===== src/rtl/seq_signed_divider.sv =====
// Iterative radix-2 signed divider (restoring). Quotient truncates toward zero and the
// remainder takes the dividend's sign. Fixed latency: valid_out rises WIDTH+1 edges after
// the accept edge, whatever the operands.
//
// Ports:
//   clk, rst_n             clock (rising edge), asynchronous active-low reset
//   valid_in / in_ready    operand handshake; in_ready is high only while idle
//   A, B                   signed dividend / divisor, sampled on the accept edge
//   valid_out / out_ready  result handshake; results are held until consumed
//   Q, R                   signed quotient / remainder
//   div_by_zero, overflow  special-case flags qualified by valid_out
module seq_signed_divider #(
  parameter int unsigned WIDTH = 32
) (
  input  logic             clk,
  input  logic             rst_n,
  input  logic             valid_in,
  output logic             in_ready,
  input  logic [WIDTH-1:0] A,
  input  logic [WIDTH-1:0] B,
  output logic             valid_out,
  input  logic             out_ready,
  output logic [WIDTH-1:0] Q,
  output logic [WIDTH-1:0] R,
  output logic             div_by_zero,
  output logic             overflow
);

  localparam int unsigned CW = $clog2(WIDTH + 1);

  localparam logic [1:0] StIdle = 2'd0;
  localparam logic [1:0] StCalc = 2'd1;
  localparam logic [1:0] StFix  = 2'd2;
  localparam logic [1:0] StDone = 2'd3;

  localparam logic [WIDTH-1:0] MinVal = {1'b1, {(WIDTH - 1){1'b0}}};

  logic [1:0]       state_q, state_d;
  logic [CW-1:0]    cnt_q, cnt_d;
  logic [WIDTH-1:0] a_q, a_d;       // original dividend, returned as R on divide-by-zero
  logic [WIDTH-1:0] rem_q, rem_d;   // partial remainder
  logic [WIDTH-1:0] dvd_q, dvd_d;   // |A| shifting out, quotient bits shifting in
  logic [WIDTH-1:0] dvs_q, dvs_d;   // |B|
  logic             neg_q_q, neg_q_d;
  logic             neg_r_q, neg_r_d;
  logic             bz_q, bz_d;     // B was zero
  logic             ovp_q, ovp_d;   // MIN / -1
  logic [WIDTH-1:0] q_q, q_d;
  logic [WIDTH-1:0] r_q, r_d;
  logic             dz_q, dz_d;
  logic             ov_q, ov_d;
  logic             valid_q, valid_d;

  logic [WIDTH:0]   shifted;
  logic [WIDTH:0]   diff;

  assign in_ready    = (state_q == StIdle);
  assign valid_out   = valid_q;
  assign Q           = q_q;
  assign R           = r_q;
  assign div_by_zero = dz_q;
  assign overflow    = ov_q;

  // The remainder always stays below |B| <= 2^(WIDTH-1), so WIDTH+1 bits hold the shifted
  // value and the MSB of diff is a reliable borrow.
  assign shifted = {rem_q, dvd_q[WIDTH-1]};
  assign diff    = shifted - {1'b0, dvs_q};

  always_comb begin
    state_d = state_q;
    cnt_d   = cnt_q;
    a_d     = a_q;
    rem_d   = rem_q;
    dvd_d   = dvd_q;
    dvs_d   = dvs_q;
    neg_q_d = neg_q_q;
    neg_r_d = neg_r_q;
    bz_d    = bz_q;
    ovp_d   = ovp_q;
    q_d     = q_q;
    r_d     = r_q;
    dz_d    = dz_q;
    ov_d    = ov_q;
    valid_d = valid_q;

    case (state_q)
      StIdle: begin
        if (valid_in) begin
          a_d     = A;
          neg_q_d = A[WIDTH-1] ^ B[WIDTH-1];
          neg_r_d = A[WIDTH-1];
          // |MIN| wraps to MIN, which is the correct unsigned magnitude 2^(WIDTH-1).
          dvd_d   = A[WIDTH-1] ? -A : A;
          dvs_d   = B[WIDTH-1] ? -B : B;
          rem_d   = '0;
          cnt_d   = '0;
          bz_d    = (B == '0);
          ovp_d   = (A == MinVal) && (B == '1);
          state_d = StCalc;
        end
      end

      StCalc: begin
        rem_d = diff[WIDTH] ? shifted[WIDTH-1:0] : diff[WIDTH-1:0];
        dvd_d = {dvd_q[WIDTH-2:0], ~diff[WIDTH]};
        cnt_d = cnt_q + 1'b1;
        if (cnt_q == CW'(WIDTH - 1)) begin
          state_d = StFix;
        end
      end

      StFix: begin
        if (bz_q) begin
          q_d  = '1;
          r_d  = a_q;
          dz_d = 1'b1;
          ov_d = 1'b0;
        end else if (ovp_q) begin
          q_d  = MinVal;
          r_d  = '0;
          dz_d = 1'b0;
          ov_d = 1'b1;
        end else begin
          q_d  = neg_q_q ? -dvd_q : dvd_q;
          r_d  = neg_r_q ? -rem_q : rem_q;
          dz_d = 1'b0;
          ov_d = 1'b0;
        end
        valid_d = 1'b1;
        state_d = StDone;
      end

      StDone: begin
        if (out_ready) begin
          valid_d = 1'b0;
          state_d = StIdle;
        end
      end

      default: state_d = StIdle;
    endcase
  end

  always_ff @(posedge clk or negedge rst_n) begin
    if (!rst_n) begin
      state_q <= StIdle;
      cnt_q   <= '0;
      a_q     <= '0;
      rem_q   <= '0;
      dvd_q   <= '0;
      dvs_q   <= '0;
      neg_q_q <= 1'b0;
      neg_r_q <= 1'b0;
      bz_q    <= 1'b0;
      ovp_q   <= 1'b0;
      q_q     <= '0;
      r_q     <= '0;
      dz_q    <= 1'b0;
      ov_q    <= 1'b0;
      valid_q <= 1'b0;
    end else begin
      state_q <= state_d;
      cnt_q   <= cnt_d;
      a_q     <= a_d;
      rem_q   <= rem_d;
      dvd_q   <= dvd_d;
      dvs_q   <= dvs_d;
      neg_q_q <= neg_q_d;
      neg_r_q <= neg_r_d;
      bz_q    <= bz_d;
      ovp_q   <= ovp_d;
      q_q     <= q_d;
      r_q     <= r_d;
      dz_q    <= dz_d;
      ov_q    <= ov_d;
      valid_q <= valid_d;
    end
  end

endmodule


===== config.mk =====
export PLATFORM = sky130hd
export DESIGN_NAME = seq_signed_divider
export DESIGN_NICKNAME = d
export VERILOG_FILES = /design/src/rtl/seq_signed_divider.sv
export SDC_FILE = /design/constraint.sdc
export NUM_CORES = 1
export LEC_CHECK = 0
export CAP_MARGIN = 0
export CORE_UTILIZATION = 62
export CTS_CLUSTER_SIZE = 25
export DETAILED_ROUTE_END_ITERATION = 8
export GPL_ROUTABILITY_DRIVEN = 0
export HOLD_SLACK_MARGIN = 0.1
export MAX_ROUTING_LAYER = met4
export PLACE_DENSITY = 0.95
export SETUP_SLACK_MARGIN = 0.02
export SYNTH_ARGS = -nofsm -noshare
export SYNTH_HDL_FRONTEND = slang
export SYNTH_SLANG_ARGS = --single-unit

===== constraint.sdc =====
create_clock -name clk -period 4.82 [get_ports clk]
set_input_delay 0.723 -clock clk [delete_from_list [all_inputs] [get_ports clk]]
set_output_delay 0.723 -clock clk [all_outputs]
set_load 0.02 [all_outputs]

==> metrics, run 1 <==
pwr dens=763.9 nW/um^2; number of nets produced by synthesis=1609; Total Wirelength=between 30000 and 40000 um; main area contributors after synthesis=dfrtp_1 40%, xor2_1 7.0%, o21ai_0 5.7%; Congestion Overflow GR=0; final non-filler cell area=between 15000 and 20000 sq um; CTS Buf Count=23; # resized after CTS=0; number of iterations in the first detailed-routing pass=8; placement-stage worst setup slack=0.8285 ns; Worst Hold Class=in -> async; number of hold-repair buffers added at the cts stage=0; arrival time at the worst endpoint=4.00 ns; clock latency at the later pin of the worst-skew pair=0.52 ns; DRC violation count after routing=0; number of max-capacitance violations reported=0; EDFF count, synth=0; met2 GRT Util=59.76%; overall die height=approximately 150 um; share of flip-flops with an asynchronous set or reset=100.0%; maximum clock rate=0.2769 GHz; Max Clock Skew=0.007986 ns; Final Core Density=between 70% and 80%; Final period util=74.93%; most common cell after layout, fill and taps aside=dfrtp_1; clock transition at the registers of the reported paths=about 0.07 ns; cell type with the largest total area after synthesis=dfrtp_1; via density per instance=6.645; CTS Root Buffer Type=clkbuf_16; die area=21580 sq um; GRT Resource Usage Total=36.47%; area inside the core boundary=approximately 20000 sq um; buffers inserted during post-CTS setup optimization=0; Gate Count Post-Synth=1498; sequential group share of total power=28.9%; routed vias=around 12000; Post-layout nets=between 1500 and 2000; setup repair after global routing missed its margin=no; least setup slack across all paths after layout=1.208 ns; half-perimeter wire length after placement=25700 um; share of total power in the clock network=between 10% and 20%; Synth top area share=roughly two fifths; IO Count=~140; worst supply voltage drop on vdd=0.0004563 V; flops & latches, synth=between 200 and 250; wire length per cell=20.07 um; initial cell density of the core=a little under two thirds; first-pass GRT wire length=61730 um; crit path kind=in -> reg; internal power contribution=6.313 mW; fraction of power consumed by combinational cells=55.7%; Layout area overhead=17.76%; Syn Std Cell Area=13020 sq um; met1 Usage GRT=roughly 45%; Setup violations, final=0; remaining number of nets flagged by the antenna check after routing=0; number of H-tree levels=1; kind of launch point of the worst setup path=input pin; Slew headroom=17.81%; summed negative setup slack over all endpoints=0 ns; number of antenna violations at the first check in global routing=0; leakage power=between 6 and 7 nW; main flop type after synthesis=dfrtp_1; Detailed Route Iter0 Violations=about 1600; Most Used Layer, Global Route=met2; final critical delay including setup and external delays=3.612 ns; outcome=complete, no violations; DP Area=14560 sq um; net switching component of the power=5.398 mW; largest fanout of any net on the critical path=5; Antenna Diode Count=0; clock tree buffer depth=3; Crit path required time=5.21 ns; floorplan die width=146.9 um; TritonCTS clock tree=done; IO Port Bufs=135; portion of the post-synthesis area used by sequential elements=39.59%; number of hold violations in the final report=0; Core Rows=52; fraction of met3 tracks used by global routing=5.280%; CTS sink count=slightly above 200; number of pins exceeding their max-slew limit in the final report=0; transition time at the pin with the least slew margin=1.229 ns; switching share of power=46.09%; Yosys Warn Count=0; via count of the first global-routing pass=12095; number of different library cells in the post-synthesis netlist=62; Critical Path End Type=flop; fraction of final layout cells with drive strength greater than 1=approximately 7%; most frequent cells in the layout=205 x dfrtp_1, 188 x nand2_1, 147 x o21ai_0; synthesized area divided by synthesized cell count=8.692 sq um; pin count of the biggest net entering global routing=133
[Yosys cell counts (all sizes together) (20+ instances only)]
cell type / number
nand3: 21
o211ai: 25
nor2: 112
o41ai: 20
clkbuf: 77
xnor2: 42
o31ai: 37
mux2: 32
nand2: 190
o21ai: 173
a21oi: 103
ha: 42
inv: 54
dfrtp: 206
xor2: 104
nand4: 21
[state kept, by name (all words and copies together), names as in the netlist]
signal,flops
bz_q,1
overflow,1
a_q,32
valid_out,1
R,32
Q,32
div_by_zero,1
state_q,2
dvs_q,32
dvd_q,32
rem_q,32
neg_q_q,1
cnt_q,6
ovp_q,1
[routing by layer]
layer,wire length (um),part of all wire (%)
met1,13910,37
met2,18090,48
met3,3787,10
met4,1817,4.8
met5,0,0
[cell families after synthesis]
logic type	Yosys count	share of synthesized area, %
AO/OA/AOI/OAI	476	23.17
XOR/XNOR	146	9.821
adder cells (fa/ha/maj)	43	4.190
buffers and inverters	142	4.094
flip-flops	206	39.59
multiplexers	35	2.998
AND/OR/NAND/NOR	450	16.13
[per-stage QoR]
| stage | hold slack, ns | power (mW) | cells |
|---|---|---|---|
| after global placement | 0.4610 | 9.315 | 1833 |
| after global routing | 0.4773 | 12.44 | 1874 |
| after detailed placement | 0.4704 | 9.653 | 1833 |
| after floorplan | 0.4274 | 7.659 | 1498 |
| after CTS | 0.4549 | 11.55 | 1874 |
| final | 0.3635 | 11.71 | 1874 |
[worst max-delay path: stages]
cell and delay, ns:
clkdlybuf4s50_1 0.52, or4_4 0.60, or4_4 0.47, or4_4 0.44
or3_1 0.38, nand2b_4 0.20, o41ai_2 0.30, xor2_1 0.26
o21ai_1 0.09
[area by class of cell]
cell class | count | area (sq um)
multi-input combinational | 1150 | 7363
clock buffer | 33 | 673.1
timing repair buffer | 153 | 1503
sequential | 206 | 5156
inverter | 54 | 202.7
clock inverter | 8 | 96.34
fill | 1298 | 5097
tap | 270 | 337.8
[power groups by stage]
stage	registers, mW	logic, mW	clock network [mW]
2_1_floorplan	3.38	4.28	0
3_3_place_gp	3.29	6.02	0
3_5_place_dp	3.35	6.30	0
4_1_cts	3.34	6.42	1.79
5_1_grt	3.47	7.11	1.87
6_report	3.39	6.53	1.80
[final timing paths]
| check | from | to | slack, ns | depth (start not counted) |
|---|---|---|---|---|
| setup reg to reg | dvd_q[31] | rem_q[30] | 1.30 | 12 |
| setup / recovery | A[10] | dvd_q[30] | 1.21 | 9 |
| hold reg to reg | dvs_q[5] | dvs_q[5] | 0.48 | 2 |
| hold / removal | rst_n | a_q[8] | 0.36 | 1 |
| max in group asynchronous | rst_n | R[30] | 3.52 | 2 |
| min in group clk | dvs_q[5] | dvs_q[5] | 0.48 | 2 |
Note: power is estimated with default switching activity, not from simulation.
==> run 2, diff against run 1 <==
- CORE_UTILIZATION: 62 -> 58
- PLACE_DENSITY: 0.95 -> 0.93
- clock period: 4.82 -> 3.7 ns (I/O delays scaled with it)
==> run 2 against run 1 <==
Cell count grew 2.7%. First-iteration DRC count is 19% lower. Total power rose by 32%. Clock-buffer cell count unchanged. Core utilization decreased by 3.4 points. Non-clock buffer count grew 40. Global-route usage down 4.2 points. Clock skew rose by 0.015 ns. Flip-flop and latch count stayed put. Hold slack got worse by 0.25 ns. Largest power group unchanged. Highest routed layer unchanged.
==> metrics, run 2 (synthesized netlist as in run 1, its figures left out) <==
DRC violation count after routing=0; clock transition at the registers of the reported paths=0.06 ns; Total Wirelength=about 36000 um; number of iterations in the first detailed-routing pass=6; GRT Resource Usage Total=32.28%; number of antenna violations at the first check in global routing=0; Post-layout nets=about 1700; Overall Power=15.48 mW; count of placed standard cells in the final layout, fillers left out=between 1500 and 2000; worst supply voltage drop on vdd=0.0004738 V; largest fanout of any net on the critical path=18; crit path kind=reg -> reg; IO Port Bufs=between 100 and 150; floorplan die width=~150 um; final critical delay including setup and external delays=3.511 ns; maximum clock rate=0.2848 GHz; IO Count=136; buffers inserted during post-CTS setup optimization=0; fraction of final layout cells with drive strength greater than 1=9.422%; Crit path required time=4.09 ns; Worst setup endpoint=rem_q[21]; worst r2r path cells=13; leakage power=roughly 6.7 nW; half-perimeter wire length after placement=26040 um; area inside the core boundary=21890 sq um; clock latency at the later pin of the worst-skew pair=between 0.5 and 0.6 ns; Critical R2R Launch=dvd_q[31]; pin count of the biggest net entering global routing=between 90 and 100; clock tree buffer depth=3; Post-Place Cells=1883; overall die height=151.8 um; most common cell after layout, fill and taps aside=dfrtp_1; placement-stage worst setup slack=-0.06070 ns; Setup violations, final=0; die area=23050 sq um; Final period util=94.89%; Critical Path End Type=flop; Detailed Route Iter0 Violations=~1300; first-pass GRT wire length=59770 um; Antenna Diode Count=0; arrival time at the worst endpoint=slightly below 4 ns; Worst Hold Class=in -> async; CTS Buf Count=23; most frequent cells in the layout=205 x dfrtp_1, 188 x nand2_1, 147 x o21ai_0; via count of the first global-routing pass=between 10000 and 15000; number of max-capacitance violations reported=0; Final Core Density=71.66%; setup repair after global routing missed its margin=no; kind of launch point of the worst setup path=flop; initial cell density of the core=slightly below 60%; Reg2Reg Capture Point=rem_q[21]; TritonCTS clock tree=done; CTS sink count=206; number of hold violations in the final report=0; Layout area overhead=20.49%; Filler Cell Count=1493; routed vias=roughly 12000; number of pins exceeding their max-slew limit in the final report=0; number of H-tree levels=1; Core Rows=54; final non-filler cell area=15690 sq um; DP Area=14900 sq um; setup slack of the worst register-to-register path=0.19 ns; wire length per cell=~19 um; CTS Root Buffer Type=clkbuf_16; Slew headroom=between 30% and 40%; transition time at the pin with the least slew margin=about 1 ns; via density per instance=6.389; outcome=complete, no violations; pwr dens=986.7 nW/um^2; least setup slack across all paths after layout=approximately 0.19 ns; Congestion Overflow GR=0; remaining number of nets flagged by the antenna check after routing=0; startpoint of the worst setup timing path=dvd_q[31]; Max Clock Skew=about 0.023 ns
run 2: cell types whose count changed in the layout (fill, tap and decap cells not counted):
cell	previous run	this run
buf_12	1	3
clkinv_2	4	5
buf_4	17	55
nor2_1	112	111
nor2_2	0	1
clkbuf_1	4	3
clkbuf_8	7	8
run 2: worst min-delay path by stage:
stage | depth (start not counted) | startpoint | slack [ns] | endpoint
5_1_grt | 1 | rst_n | 0.18 | a_q[9]
3_3_place_gp | 2 | dvs_q[9] | 0.46 | dvs_q[9]
3_5_place_dp | 2 | dvs_q[24] | 0.47 | dvs_q[24]
6_report | 1 | rst_n | 0.11 | dvd_q[8]
4_1_cts | 1 | rst_n | 0.14 | a_q[4]
2_1_floorplan | 0 | rst_n | 0.26 | Q[0]
run 2: area by class of cell:
| class | count | area, sq um | share of cell area (%) |
|---|---|---|---|
| multi-input cells | 1150 | 7366 | 46.95 |
| clock buffers | 33 | 683.2 | 4.355 |
| clock inverters | 9 | 101.3 | 0.6460 |
| repair buffers | 193 | 1828 | 11.65 |
| inverters | 54 | 202.7 | 1.292 |
| well taps | 280 | 350.3 | 2.233 |
| flip-flops and latches | 206 | 5156 | 32.87 |
run 2: worst max-delay path, stage by stage (launching register included):
cell and delay (ns):
dfrtp_1 0.33, inv_1 0.07, ha_1 0.23, fa_1 0.39, nor2b_1 0.21, o31a_1 0.18, o21ai_0 0.13, a21o_1 0.22
o21a_1 0.24, a211oi_1 0.30, nor3_1 0.14, nor2_2 0.61, buf_4 0.24, o211ai_1 0.09
run 2: timing repair:
action	4_1_cts	5_1_grt
gates resized for setup	1	0
endpoints found under the setup margin	5	0
hold buffers	0	0
run 2: metrics by stage:
step | hold WS, ns | setup TNS [ns]
after floorplan | 0.2594 | 0
final | 0.1145 | 0
after global routing | 0.1752 | 0
after CTS | 0.1394 | 0
after global placement | 0.4613 | 0
after detailed placement | 0.4701 | -0.1964
run 2: report_power, final:
group	internal (mW)	total, mW	switching [mW]
clock network	1.42	2.36	0.939
registers	3.30	4.29	0.995
logic	3.76	8.83	5.07
run 2: metal layers:
| layer | track usage (%) | share of wire (%) | up-vias |
|---|---|---|---|
| met4 | 15.86 | 4.9 | 0 |
| met3 | 5.334 | 8.6 | 154 |
| met5 | - | 0 | - |
| met1 | 39.24 | 39 | 5854 |
| met2 | 52.19 | 48 | 654 |
| li1 | - | - | 5636 |
